### src/rtl/adder_acc_pipe.sv
// adder_acc_pipe: pipelined add/sub/accumulate/clear unit with a valid/ready
// handshake. A beat is computed when it is accepted, and the accumulator is
// updated on that same edge. The result then travels down a PIPE_STAGES-deep
// register chain. When the output is stalled, the whole chain freezes.
//
// Optional build macro: ADDER_ACC_SAT_EN.
//   Defined   : saturating arithmetic (overflow -> all-ones, borrow -> 0).
//   Undefined : wrap-around arithmetic.
module adder_acc_pipe #(
  parameter int WIDTH       = 4,
  parameter int OUT_WIDTH   = 8,
  parameter int PIPE_STAGES = 2
) (
  input  logic                 clk,
  input  logic                 rst,
  input  logic                 in_valid,
  output logic                 in_ready,
  input  logic [WIDTH-1:0]     a,
  input  logic [WIDTH-1:0]     b,
  input  logic [1:0]           mode,
  output logic                 out_valid,
  input  logic                 out_ready,
  output logic [OUT_WIDTH-1:0] c,
  output logic                 ovf
);

  // One spare bit above the result width. It carries the add/accumulate
  // carry-out and the sign of the subtraction.
  localparam int EW = OUT_WIDTH + 1;

  localparam logic [1:0] MODE_ADD = 2'b00;
  localparam logic [1:0] MODE_SUB = 2'b01;
  localparam logic [1:0] MODE_ACC = 2'b10;
  localparam logic [1:0] MODE_CLR = 2'b11;

  // ---------------------------------------------------------------------------
  // Handshake
  // ---------------------------------------------------------------------------
  logic stall;
  logic accept;
  logic advance;

  // A result the consumer has not taken freezes the whole pipe. Bubbles
  // inside the pipe are deliberately not collapsed.
  assign stall    = out_valid && !out_ready;
  assign advance  = !stall;
  assign in_ready = !stall;
  assign accept   = in_valid && in_ready;

  // ---------------------------------------------------------------------------
  // First-stage arithmetic
  // ---------------------------------------------------------------------------
  logic [OUT_WIDTH-1:0] acc_q;
  logic [OUT_WIDTH-1:0] acc_d;

  logic [EW-1:0] a_ext;
  logic [EW-1:0] b_ext;
  logic [EW-1:0] acc_ext;
  logic [EW-1:0] add_sum;
  logic [EW-1:0] sub_diff;
  logic [EW-1:0] acc_sum;
  logic          borrow;

  assign a_ext   = {{(EW-WIDTH){1'b0}}, a};
  assign b_ext   = {{(EW-WIDTH){1'b0}}, b};
  assign acc_ext = {1'b0, acc_q};

  assign add_sum  = a_ext + b_ext;
  assign sub_diff = a_ext - b_ext;
  assign acc_sum  = acc_ext + a_ext + b_ext;

  // Both operands are far below 2^(EW-1). The top bit of the EW-bit
  // difference is therefore exactly the "b > a" borrow.
  assign borrow = sub_diff[EW-1];

  logic [OUT_WIDTH-1:0] res_d;
  logic                 ovf_d;
  logic [OUT_WIDTH-1:0] beat_acc;

  // Per-mode result, flag and the accumulator value this beat would leave.
  always_comb begin
    res_d    = '0;
    ovf_d    = 1'b0;
    beat_acc = acc_q;
    case (mode)
      MODE_ADD: begin
        res_d = add_sum[OUT_WIDTH-1:0];
        ovf_d = add_sum[OUT_WIDTH];
`ifdef ADDER_ACC_SAT_EN
        if (add_sum[OUT_WIDTH]) res_d = '1;
`endif
      end
      MODE_SUB: begin
        res_d = sub_diff[OUT_WIDTH-1:0];
        ovf_d = borrow;
`ifdef ADDER_ACC_SAT_EN
        if (borrow) res_d = '0;
`endif
      end
      MODE_ACC: begin
        res_d = acc_sum[OUT_WIDTH-1:0];
        ovf_d = acc_sum[OUT_WIDTH];
`ifdef ADDER_ACC_SAT_EN
        if (acc_sum[OUT_WIDTH]) res_d = '1;
`endif
        // The stored accumulator equals the value that was emitted,
        // whether that value wrapped or clamped.
        beat_acc = res_d;
      end
      MODE_CLR: begin
        res_d    = '0;
        ovf_d    = 1'b0;
        beat_acc = '0;
      end
      default: ;
    endcase
  end

  // The accumulator only moves on an accepted beat. Back-to-back accumulates
  // therefore see each other's result with no forwarding needed.
  assign acc_d = accept ? beat_acc : acc_q;

  // Accumulator register.
  always_ff @(posedge clk or posedge rst) begin
    if (rst) acc_q <= '0;
    else     acc_q <= acc_d;
  end

  // ---------------------------------------------------------------------------
  // Result pipeline: stage 0 is loaded on the accept edge, and the last
  // stage drives the outputs.
  // ---------------------------------------------------------------------------
  logic [PIPE_STAGES-1:0]                vld_q;
  logic [PIPE_STAGES-1:0][OUT_WIDTH-1:0] res_q;
  logic [PIPE_STAGES-1:0]                ovf_q;

  // Shift the valid bits and payload one stage per unstalled cycle.
  always_ff @(posedge clk or posedge rst) begin
    if (rst) begin
      vld_q <= '0;
      res_q <= '0;
      ovf_q <= '0;
    end else if (advance) begin
      vld_q[0] <= accept;
      // Payload of a bubble is left alone. This keeps c quiet when idle.
      if (accept) begin
        res_q[0] <= res_d;
        ovf_q[0] <= ovf_d;
      end
      for (int i = 1; i < PIPE_STAGES; i++) begin
        vld_q[i] <= vld_q[i-1];
        res_q[i] <= res_q[i-1];
        ovf_q[i] <= ovf_q[i-1];
      end
    end
  end

  assign out_valid = vld_q[PIPE_STAGES-1];
  assign c         = res_q[PIPE_STAGES-1];
  assign ovf       = ovf_q[PIPE_STAGES-1];

endmodule

### config.mk
export PLATFORM = sky130hd
export DESIGN_NAME = adder_acc_pipe
export DESIGN_NICKNAME = d
export VERILOG_FILES = /design/src/rtl/adder_acc_pipe.sv
export SDC_FILE = /design/constraint.sdc
export NUM_CORES = 1
export LEC_CHECK = 0
export CAP_MARGIN = 20
export CORE_MARGIN = 4
export CORE_UTILIZATION = 28
export CTS_CLUSTER_SIZE = 30
export DETAILED_ROUTE_END_ITERATION = 10
export PLACE_DENSITY_LB_ADDON = 0.25
export SLEW_MARGIN = 20
export SYNTH_ARGS = -nofsm -noshare
export SYNTH_HDL_FRONTEND = slang
export SYNTH_SLANG_ARGS = --single-unit
### constraint.sdc
create_clock -name clk -period 2.4 [get_ports clk]
set_input_delay 0.48 -clock clk [delete_from_list [all_inputs] [get_ports clk]]
set_output_delay 0.48 -clock clk [all_outputs]
set_load 0.01 [all_outputs]
==> results.md <==
* CTS tree: yes
* Slew @ Worst Pin at 0.382 ns
* Final core utilization at 0.386
* Setup WS pre-CTS at -0.726 ns
* Critical path class: in -> reg
* Initial DRC Count at 53
* Initial Utilization at 0.294
* Most common cell after layout, fill and taps aside: nand2_1
* Leak at 0.00119 uW
* Post-Route WL at 4.29 mm
* Worst Setup End Kind: flip-flop
* H-tree Lvls at 1
* Via density at 4.64
* I/O pins at 25
* Dpl hpwl at 3.44 mm
* Die height at 90.4 um
* Crit Path Max Fanout at 5
* Root buf cell: clkbuf_8
* Cell count after synthesis at 207
* Area Overhead vs Synth at 31.1%
* Post-synth EDFFs at 0
* Unique masters post-synth at 43
* Synth top area cells: dfrtp_1 37%, nand2_1 8.3%, ha_1 7.9%
* Vias at 1518
* Crit share post-route at 0.976
* Peak supply drop at 0.000386 V
* Nets at 284
* Syn_nets at 240
* Vias in the first global route at 1612
* WL per Instance at 13.1 um
* First-pass GRT wire length at 7.52 mm
* Remaining global-route overflow at 0
* Row count at 29
* Synth area leader: dfrtp_1
* Synth top area share at 0.369
* Clock slew at reported path FFs at 0.10 ns
* Crit path DAT at 2.55 ns
* Post-Layout Cell Count at 327
* Clock skew at 0.00206 ns
* Antenna diodes at 0
* CTS max path bufs at 2
* Die Area at 8170 um2
* Power per Cell Area at 936 nW/um2
* Average size of a mapped cell at 9.18 um2
* Worst rel slew slack at 0.745
* Final Hold Viols at 0
* Core Region at 6460 um2
* Worst Hold Path Cells at 1
* Syn Std Cell Area at 1900 um2
* DP Cell Count at 322
* Max cap viols at 0
* Fin worst setup slack at 0.0569 ns
* Die X at 90.4 um
* DRC Markers at 0
* Buffers added on ports at 24
* Clk sinks at 28
* Router iterations before antenna repair at 4
* Pins Over Slew Limit at 0
* Share of cells above drive strength 1 at 0.232
* Clock buffer count from CTS at 3
* Fin crit period at 2.34 ns
* Final ANT Viol Nets at 0
* Status: completed
* Initial antenna violation count at 0
* Critical Path Source Type: input port
* # hold bufs at CTS at 0
* Worst-Skew Late Latency at 0.28 ns
* Most used DFF post-synth: dfrtp_1
* Worst R2R Setup Slack at 0.13 ns
* Placer Congestion at 0.789
* RSZ-0062 raised after global routing: false
* Post-synthesis register bit count at 28
* Ys async rst share at 1.00
* Synth Warn # at 0
* Peak Freq at 427 MHz
* Sequential fraction of the synthesis area at 0.369
* Worst r2r path cells at 9
* Largest net degree at the start of global routing at 29
* Hold WS at 0.470 ns
* Final setup fails at 0
* Worst Path Required at 2.61 ns
* Total track usage at 0.111
* Most frequent cells in the layout: 42 x nand2_1, 30 x buf_4, 28 x dfrtp_1
* Worst Hold Class: reg -> reg
layer usage:
metal / up-vias / track usage / routed length (um)
li1: 776 / - / -
met1: 712 / 0.154 / 2190
met2: 24 / 0.182 / 1920
met3: 6 / 0.0133 / 121
met4: 0 / 0.0332 / 63
met5: - / 0 / 0
path summary, 6_finish.rpt:
path                                         to                  from
setup / recovery           res_q[5]$_DFFE_PP0P_                  b[3]
hold / removal             vld_q[1]$_DFFE_PP0N_  vld_q[0]$_DFFE_PP0N_
setup reg to reg           acc_q[5]$_DFFE_PP0P_  acc_q[1]$_DFFE_PP0P_
hold reg to reg            vld_q[1]$_DFFE_PP0N_  vld_q[0]$_DFFE_PP0N_
max in group asynchronous  acc_q[0]$_DFFE_PP0P_                   rst
min in group asynchronous      c[7]$_DFFE_PP0N_                   rst
timing repair:
item                       4_1_cts  5_1_grt
buffers inserted                 1        0
setup endpoints to repair       13       10
gates resized for setup         18        5
pin swaps                       10        6
power by group:
group | internal, uW | switching, uW
Combinational | 663 | 565
Sequential | 616 | 106
Clock | 223 | 158
Total | 1500 | 830
kinds of logic (layout without fill, tap and decap cells):
group,Yosys count,count (layout),synth area share
simple gates,83,83,0.203
compound gates,38,38,0.142
buf+inv,30,73,0.0849
flops,28,28,0.369
fa+ha+maj,19,19,0.153
mux,7,7,0.0388
xor+xnor,2,2,0.00922
final cells by class:
cell class | instances | area [um2]
multi-input cells | 149 | 1100
clock inverters | 1 | 30.0
clock buffers | 3 | 41.3
flip-flops and latches | 28 | 701
fillers | 671 | 3970
inverters | 15 | 56.3
well taps | 77 | 96.3
repair buffers | 54 | 462
critical path: stages:
cell	delay [ns]
clkdlybuf4s50_1	0.51
fa_1	0.46
ha_4	0.32
buf_4	0.11
a21o_1	0.12
a21oi_2	0.07
or3_1	0.31
a31oi_1	0.16
through the flow:
stage | TNS [ns] | total power [uW] | instance area, um2
floorplan | -0.0952 | 1430 | 1900
finish | 0 | 2330 | 2490
global route | 0 | 2520 | 2490
CTS | 0 | 2320 | 2470
global placement | -6.40 | 1810 | 2350
detailed placement | -6.57 | 1810 | 2350
synth_stat cells, types with 2 or more instances:
library cell  count
dfrtp_1          28
o31ai_1           3
o21ai_1           4
nor2b_1           5
clkbuf_1          2
buf_4             8
nand3_1           2
o31a_1            3
mux2i_1           4
a21oi_1           6
ha_1             12
a31oi_1           2
a211oi_1          2
xnor2_1           2
nand2b_1          5
a311oi_1          2
nor2_1           14
buf_2             3
a21o_1            4
buf_6             2
inv_1            15
mux2_2            3
nand2_1          42
nor4_1            5
o21ai_0           5
fa_1              7
registers in the layout, summed over array words and instances (netlist names):
| signal | cells |
|---|---|
| ovf_q | 2 |
| vld_q | 2 |
| c | 8 |
| acc_q | 8 |
| res_q | 8 |
No activity file was read; power rests on OpenSTA's default activity.
